--- config.mk ---
export PLATFORM = sky130hd
export DESIGN_NAME = spi_reg_ctrl_flat
export DESIGN_NICKNAME = d
export VERILOG_FILES = /design/src/rtl/spi_reg_pkg.sv /design/src/rtl/spi_reg_ctrl_if.sv /design/src/rtl/spi_cs_sync.sv /design/src/rtl/spi_reg_ctrl.sv /design/src/flat_wrapper.sv
export SDC_FILE = /design/constraint.sdc
export NUM_CORES = 1
export LEC_CHECK = 0
export ABC_CLOCK_PERIOD_IN_PS = 1800
export CAP_MARGIN = 20
export CORE_ASPECT_RATIO = 1.5
export CORE_MARGIN = 5
export CORE_UTILIZATION = 45
export CTS_BUF_LIST = sky130_fd_sc_hd__clkbuf_2
export CTS_CLUSTER_SIZE = 8
export DETAILED_ROUTE_END_ITERATION = 16
export PLACE_DENSITY = 0.8
export SLEW_MARGIN = 30
export SYNTH_ARGS = -nofsm -noshare
export SYNTH_HDL_FRONTEND = slang
export SYNTH_SLANG_ARGS = --single-unit
--- constraint.sdc ---
create_clock -name system_clk -period 1.8 [get_ports system_clk]
set_clock_uncertainty 0.1 [all_clocks]
set_input_delay 0.18 -clock system_clk [delete_from_list [all_inputs] [get_ports system_clk]]
set_output_delay 0.18 -clock system_clk [all_outputs]
set_load 0.02 [all_outputs]
--- src/rtl/spi_reg_pkg.sv ---
// Shared types and constants for the SPI register controller.
package spi_reg_pkg;

   typedef enum logic [2:0] {
      StIdle,
      StCmd,
      StWrite,
      StDrain,
      StFetch
   } state_e;

   localparam int unsigned AddrWDefault     = 4;
   localparam int unsigned AddrWMax         = 7;
   localparam int unsigned RdFlagBitDefault = 7;
   localparam int unsigned CmdByteW         = 8;

endpackage

--- src/rtl/spi_reg_ctrl_if.sv ---
// Byte-slave handshake and register-bus signals of the SPI register controller.
interface spi_reg_ctrl_if
   import spi_reg_pkg::*;
#(
   parameter int unsigned ADDR_W = AddrWDefault
);
   logic                data_ready;
   logic [CmdByteW-1:0] received_data;
   logic                read_ack;
   logic [CmdByteW-1:0] data_to_send;
   logic [ADDR_W-1:0]   reg_addr;
   logic [CmdByteW-1:0] reg_wdata;
   logic                reg_we;
   logic [CmdByteW-1:0] reg_rdata;

   modport master (
      input  data_ready, received_data, reg_rdata,
      output read_ack, data_to_send, reg_addr, reg_wdata, reg_we
   );

   modport slave (
      output data_ready, received_data, reg_rdata,
      input  read_ack, data_to_send, reg_addr, reg_wdata, reg_we
   );
endinterface

--- src/rtl/spi_cs_sync.sv ---
// Two-flop synchronizer for the raw SPI chip select, with edge pulses on the synced level.
module spi_cs_sync (
   input  logic system_clk,
   input  logic rst_n,
   input  logic spi_cs,
   output logic cs_sync,
   output logic cs_fall,
   output logic cs_rise
);
   logic meta_q;
   logic sync_q;
   logic prev_q;

   // Flops reset high so CS reads as deselected until it is actually sampled.
   always_ff @(posedge system_clk or negedge rst_n) begin
      if (!rst_n) begin
         meta_q <= 1'b1;
         sync_q <= 1'b1;
         prev_q <= 1'b1;
      end else begin
         meta_q <= spi_cs;
         sync_q <= meta_q;
         prev_q <= sync_q;
      end
   end

   assign cs_sync = sync_q;
   assign cs_fall = prev_q & ~sync_q;
   assign cs_rise = ~prev_q & sync_q;
endmodule

--- src/rtl/spi_reg_ctrl.sv ---
// SPI command decoder driving a small register bus; reads are two-frame.
// Optional SPI_REG_CTRL_AUTOINC_EN: write bursts and streaming reads.
module spi_reg_ctrl
   import spi_reg_pkg::*;
#(
   parameter int unsigned ADDR_W      = AddrWDefault,
   parameter int unsigned RD_FLAG_BIT = RdFlagBitDefault
) (
   input  logic           system_clk,
   input  logic           rst_n,
   input  logic           spi_cs,
   spi_reg_ctrl_if.master bus,
   output logic           busy
);
   state_e              state_q;
   logic                ack_pending_q;
   logic                read_ack_q;
   logic                reg_we_q;
   logic                fetch_wait_q;
   logic [ADDR_W-1:0]   reg_addr_q;
   logic [CmdByteW-1:0] reg_wdata_q;
   logic [CmdByteW-1:0] data_to_send_q;

   logic                cs_sync;
   logic                cs_fall;
   logic                cs_rise;
   logic                consume;
   logic                frame_end;
   logic                refetch;
   logic [CmdByteW-1:0] rx_byte;
   logic                unused_cs_rise;

   spi_cs_sync u_cs_sync (
      .system_clk (system_clk),
      .rst_n      (rst_n),
      .spi_cs     (spi_cs),
      .cs_sync    (cs_sync),
      .cs_fall    (cs_fall),
      .cs_rise    (cs_rise)
   );

   assign unused_cs_rise = cs_rise;
   assign rx_byte        = bus.received_data;

   assign frame_end = cs_sync && (state_q inside {StCmd, StWrite, StDrain});
   assign consume   = bus.data_ready && !ack_pending_q && !cs_sync &&
                      (state_q inside {StCmd, StWrite, StDrain});

`ifdef SPI_REG_CTRL_AUTOINC_EN
   logic [ADDR_W-1:0] rd_addr_q;
   logic              fetched_q;
   logic              data_frame_q;

   // A frame that follows a completed fetch is a read data frame; unless it
   // issued its own read, its end advances the read address and refetches.
   assign refetch = data_frame_q && !fetched_q;
`else
   assign refetch = 1'b0;
`endif

   always_ff @(posedge system_clk or negedge rst_n) begin
      if (!rst_n) begin
         state_q        <= StIdle;
         ack_pending_q  <= 1'b0;
         read_ack_q     <= 1'b0;
         reg_we_q       <= 1'b0;
         fetch_wait_q   <= 1'b0;
         reg_addr_q     <= '0;
         reg_wdata_q    <= '0;
         data_to_send_q <= '0;
`ifdef SPI_REG_CTRL_AUTOINC_EN
         rd_addr_q      <= '0;
         fetched_q      <= 1'b0;
         data_frame_q   <= 1'b0;
`endif
      end else begin
         read_ack_q <= consume;
         reg_we_q   <= 1'b0;
         if (consume) begin
            ack_pending_q <= 1'b1;
         end else if (!bus.data_ready) begin
            ack_pending_q <= 1'b0;
         end
`ifdef SPI_REG_CTRL_AUTOINC_EN
         if (reg_we_q) begin
            reg_addr_q <= reg_addr_q + ADDR_W'(1);
         end
         if (cs_fall) begin
            data_frame_q <= fetched_q;
            fetched_q    <= 1'b0;
         end
`endif
         if (frame_end) begin
            if (refetch) begin
               state_q      <= StFetch;
               fetch_wait_q <= 1'b0;
`ifdef SPI_REG_CTRL_AUTOINC_EN
               reg_addr_q   <= rd_addr_q + ADDR_W'(1);
               data_frame_q <= 1'b0;
`endif
            end else begin
               state_q <= StIdle;
            end
         end else begin
            unique case (state_q)
               StIdle: begin
                  if (cs_fall) state_q <= StCmd;
               end
               StCmd: begin
                  if (consume) begin
                     reg_addr_q   <= rx_byte[ADDR_W-1:0];
                     fetch_wait_q <= 1'b0;
                     state_q      <= rx_byte[RD_FLAG_BIT] ? StFetch : StWrite;
                  end
               end
               StWrite: begin
                  if (consume) begin
                     reg_wdata_q <= rx_byte;
                     reg_we_q    <= 1'b1;
`ifndef SPI_REG_CTRL_AUTOINC_EN
                     state_q     <= StDrain;
`endif
                  end
               end
               StDrain: begin
                  state_q <= StDrain;
               end
               StFetch: begin
                  // reg_rdata trails reg_addr by a cycle, so capture on the second cycle.
                  if (!fetch_wait_q) begin
                     fetch_wait_q <= 1'b1;
                  end else begin
                     fetch_wait_q   <= 1'b0;
                     data_to_send_q <= bus.reg_rdata;
                     state_q        <= cs_sync ? StIdle : StDrain;
`ifdef SPI_REG_CTRL_AUTOINC_EN
                     rd_addr_q      <= reg_addr_q;
                     fetched_q      <= 1'b1;
`endif
                  end
               end
               default: state_q <= StIdle;
            endcase
         end
      end
   end

   assign bus.read_ack     = read_ack_q;
   assign bus.reg_we       = reg_we_q;
   assign bus.reg_addr     = reg_addr_q;
   assign bus.reg_wdata    = reg_wdata_q;
   assign bus.data_to_send = data_to_send_q;
   assign busy             = (state_q != StIdle);
endmodule
--- src/flat_wrapper.sv ---
// flat-port wrapper written by rule: the top's interface ports become plain ports
module spi_reg_ctrl_flat import spi_reg_pkg::*;
#(
   parameter int unsigned ADDR_W      = AddrWDefault,
   parameter int unsigned RD_FLAG_BIT = RdFlagBitDefault
)
  (system_clk, rst_n, spi_cs, busy, bus_data_ready, bus_received_data, bus_reg_rdata, bus_read_ack, bus_data_to_send, bus_reg_addr, bus_reg_wdata, bus_reg_we);
  spi_reg_ctrl_if #(.ADDR_W(ADDR_W)) bus_i ();
  input  logic system_clk;
  input  logic rst_n;
  input  logic spi_cs;
  output logic busy;
  input wire logic [$bits(bus_i.data_ready)-1:0] bus_data_ready;
  input wire logic [$bits(bus_i.received_data)-1:0] bus_received_data;
  input wire logic [$bits(bus_i.reg_rdata)-1:0] bus_reg_rdata;
  output wire logic [$bits(bus_i.read_ack)-1:0] bus_read_ack;
  output wire logic [$bits(bus_i.data_to_send)-1:0] bus_data_to_send;
  output wire logic [$bits(bus_i.reg_addr)-1:0] bus_reg_addr;
  output wire logic [$bits(bus_i.reg_wdata)-1:0] bus_reg_wdata;
  output wire logic [$bits(bus_i.reg_we)-1:0] bus_reg_we;
  assign bus_i.data_ready = bus_data_ready;
  assign bus_i.received_data = bus_received_data;
  assign bus_i.reg_rdata = bus_reg_rdata;
  assign bus_read_ack = bus_i.read_ack;
  assign bus_data_to_send = bus_i.data_to_send;
  assign bus_reg_addr = bus_i.reg_addr;
  assign bus_reg_wdata = bus_i.reg_wdata;
  assign bus_reg_we = bus_i.reg_we;
  spi_reg_ctrl #(.ADDR_W(ADDR_W), .RD_FLAG_BIT(RD_FLAG_BIT)) u_core (.system_clk(system_clk), .rst_n(rst_n), .spi_cs(spi_cs), .bus(bus_i), .busy(busy));
endmodule
==> flow_metrics.env <==
export IMPL_final_antenna_net_count=0
export IMPL_rsz0062_at_grt="yes"
export IMPL_setup_tns_final_ps=0
export IMPL_crit_fanout=9
export IMPL_syn_inst=82
export IMPL_combPwrFrac=0.496
export IMPL_max_freq_mhz=593
export IMPL_io_pin_count=43
export IMPL_slowest_stage="dfrtp_1"
export IMPL_multiInputGateArea_um2=430
export IMPL_irDropWorstVdd_uv=832
export IMPL_via_per_inst=4.89
export IMPL_clkTransAtPathRegs_ps=150
export IMPL_routedWlPerCell_um=15.9
export IMPL_slew_headroom=0.682
export IMPL_tightest_slew_ps=471
export IMPL_slew_violations=0
export IMPL_cts_sinks=30
export IMPL_min_period_over_period=0.937
export IMPL_status="finished clean"
export IMPL_finalNonFillerCells=172
export IMPL_drt_first_pass_iters=4
export IMPL_cp_arrival_ps=1840
export IMPL_cts_tree="built"
export IMPL_grt_usage=0.168
export IMPL_grt_pass1_vias=932
export IMPL_fp_dieH_um=73.3
export IMPL_hold_class="input port to async pin"
export IMPL_port_buffers=42
export IMPL_antenna_found_initial=0
export IMPL_post_dp_cell_area_mm2=0.00170
export IMPL_cp_cell_sequence="nor4b_2 -> nand3b_2 -> mux2_2"
export IMPL_power_leakage_nw=0.764
export IMPL_seq_power_share=0.397
export IMPL_syn_area_per_cell_um2=14.6
export IMPL_grt_overflow_total=0
export IMPL_clk_latency_ps=360
export IMPL_ys_warn_count=0
export IMPL_die_width_um=52.2
export IMPL_synth_top_flop_cell="dfrtp_1"
export IMPL_swShare=0.368
export IMPL_insertedDiodeCount=0
export IMPL_max_cap_viol_count=0
export IMPL_crit_path_end_kind="flop"
export IMPL_synth_edf_count=0
export IMPL_ys_seq_area_frac=0.628
export IMPL_syn_area_mm2=0.00120
export IMPL_ff_latch_area_um2=756
export IMPL_setup_viol=0
export IMPL_required_ps=1950
export IMPL_gp_congestion=0.862
export IMPL_drt_wl_total_mm=2.73
export IMPL_cts_buffers=5
export IMPL_fin_nets=154
export IMPL_cts_hold_buffers_added=0
export IMPL_grt_max_degree=31
export IMPL_placed_cells=164
export IMPL_p_int_mw=1.77
export IMPL_setup_ws_ps=114
export IMPL_num_rows=23
export IMPL_power_density_mw_per_mm2=1620
export IMPL_ys_types=29
export IMPL_switchingPower_mw=1.03
export IMPL_cts_htree_levels=2
export IMPL_drive_gt1_frac=0.281
export IMPL_area_growth_pct=44.0
export IMPL_drtIter0Drc=9
export IMPL_synth_nets=102
export IMPL_pre_cts_slack_ps=-67.6
export IMPL_core_area_mm2=0.00262
export IMPL_dieArea_mm2=0.00382
export IMPL_synth_seq_cells=30
export IMPL_grt_pass1_wl_mm=4.51
export IMPL_period_needed_ps=1690
export IMPL_max_stage_delay_ps=430
export IMPL_p_clk_frac=0.108
export IMPL_crit_type="flop to flop"
export IMPL_fillers=209
export IMPL_dr_total_vias=841
export IMPL_clockBufferDepth=2
export IMPL_finalHoldViolCount=0
export IMPL_drc=0
export IMPL_total_power_mw=2.81
export IMPL_dp_hpwl_mm=2.06
export IMPL_design_area_mm2=0.00173
export IMPL_cts_setup_buffers=0
export IMPL_critPathLaunchType="flop"
export IMPL_async_flop_share=1.00
export IMPL_root_buffer="clkbuf_2"
export IMPL_initial_core_util=0.459
## Yosys cell counts, types with 2 or more instances
cell / instances / share of area
or3_1: 2 / 0.010
mux2_2: 20 / 0.19
inv_1: 2 / 0.0063
dfstp_2: 3 / 0.066
nor2_1: 2 / 0.0063
nand2b_1: 3 / 0.016
dfrtp_1: 27 / 0.56
nor2b_1: 2 / 0.010
## sequential cells by signal (all words and copies together) (netlist names)
| signal | count |
|---|---|
| u_core.bus.reg_we | 1 |
| u_core.state_q | 3 |
| u_core.u_cs_sync.meta_q | 1 |
| u_core.u_cs_sync.prev_q | 1 |
| u_core.ack_pending_q | 1 |
| u_core.bus.reg_addr | 4 |
| u_core.fetch_wait_q | 1 |
| u_core.bus.read_ack | 1 |
| u_core.bus.data_to_send | 8 |
| u_core.u_cs_sync.cs_sync | 1 |
| u_core.bus.reg_wdata | 8 |
## cells by family after synthesis
| logic type | Yosys count | share of synthesized area |
|---|---|---|
| buf+inv | 4 | 0.0135 |
| mux | 20 | 0.188 |
| simple gates | 18 | 0.100 |
| flops | 30 | 0.628 |
| xor+xnor | 1 | 0.00729 |
| compound gates | 9 | 0.0635 |
## stage by stage
stage                util  hold WS, ps
floorplan               -         -216
global placement    0.648          247
detailed placement  0.648          254
CTS                 0.661         83.0
global route        0.660         83.0
finish              0.660         85.0
## path summary, 6_finish.rpt
check                                              from                          to  slack (ps)  depth (start not counted)
worst max-delay path                  u_core.state_q[2]     u_core.bus.reg_wdata[5]         110                          3
worst min-delay path                              rst_n  u_core.bus.data_to_send[2]          90                          2
worst max register to register        u_core.state_q[2]     u_core.bus.reg_wdata[5]         110                          3
worst min register to register  u_core.u_cs_sync.meta_q    u_core.u_cs_sync.cs_sync         280                          0
max in group asynchronous                         rst_n    u_core.u_cs_sync.cs_sync        1190                          2
min in group system_clk                          spi_cs     u_core.u_cs_sync.meta_q         130                          1
## layout make-up
| cell class | count | area share |
|---|---|---|
| Tap cell | 37 | 0.0268 |
| Clock inverter | 3 | 0.00651 |
| Sequential cell | 30 | 0.437 |
| Timing Repair Buffer | 47 | 0.262 |
| Multi-Input combinational cell | 48 | 0.249 |
| Clock buffer | 5 | 0.0145 |
| Inverter | 2 | 0.00434 |
## power by group through the flow
stage / Combinational, mW / Clock, mW / Sequential [mW]
2_1_floorplan: 0.447 / 0 / 1.39
3_3_place_gp: 1.37 / 0 / 1.11
3_5_place_dp: 1.42 / 0 / 1.13
4_1_cts: 1.41 / 0.316 / 1.11
5_1_grt: 1.48 / 0.356 / 1.15
6_report: 1.39 / 0.303 / 1.11
## timing repair
item | in CTS | in global routing
endpoints found under the setup margin | 1 | 9
gates resized for setup | 1 | 3
pin swaps | 0 | 0
cloned | 0 | 0
## worst max-delay path, delay by kind of cell, from the launching register on
family / cells / cell delay [ps]
flops: 1 / 430
mux: 1 / 340
simple gates: 2 / 690
## routing by layer
metal,up-vias,track usage,share of wire
li1,397,-,-
met1,420,0.179,0.35
met2,18,0.284,0.58
met3,6,0.0710,0.050
met4,0,0.0767,0.021
met5,-,0,0
## layout by cell type, fill, tap and decap left out
cell type and instances:
a21oi_1 1, o21bai_1 1, nand2b_1 3, nand3_1 1
and2_1 1, dfstp_2 3, and3_1 1, o41a_1 1
clkinv_1 3, buf_4 5, or3_1 2, a221o_1 1
or2_1 1, nand3b_2 1, clkbuf_2 6, a22o_1 1
a211o_1 1, nor2b_1 2, xnor2_1 1, nand2_1 1
dfrtp_2 1, mux2_2 20, o31ai_1 1, nor2_1 2
clkdlybuf4s50_1 41, a221oi_1 1, nor2_2 1, o2bb2ai_1 1
nor4b_2 1, nor4b_1 1, inv_1 2, dfrtp_1 26
No activity file was read; power rests on OpenSTA's default activity.
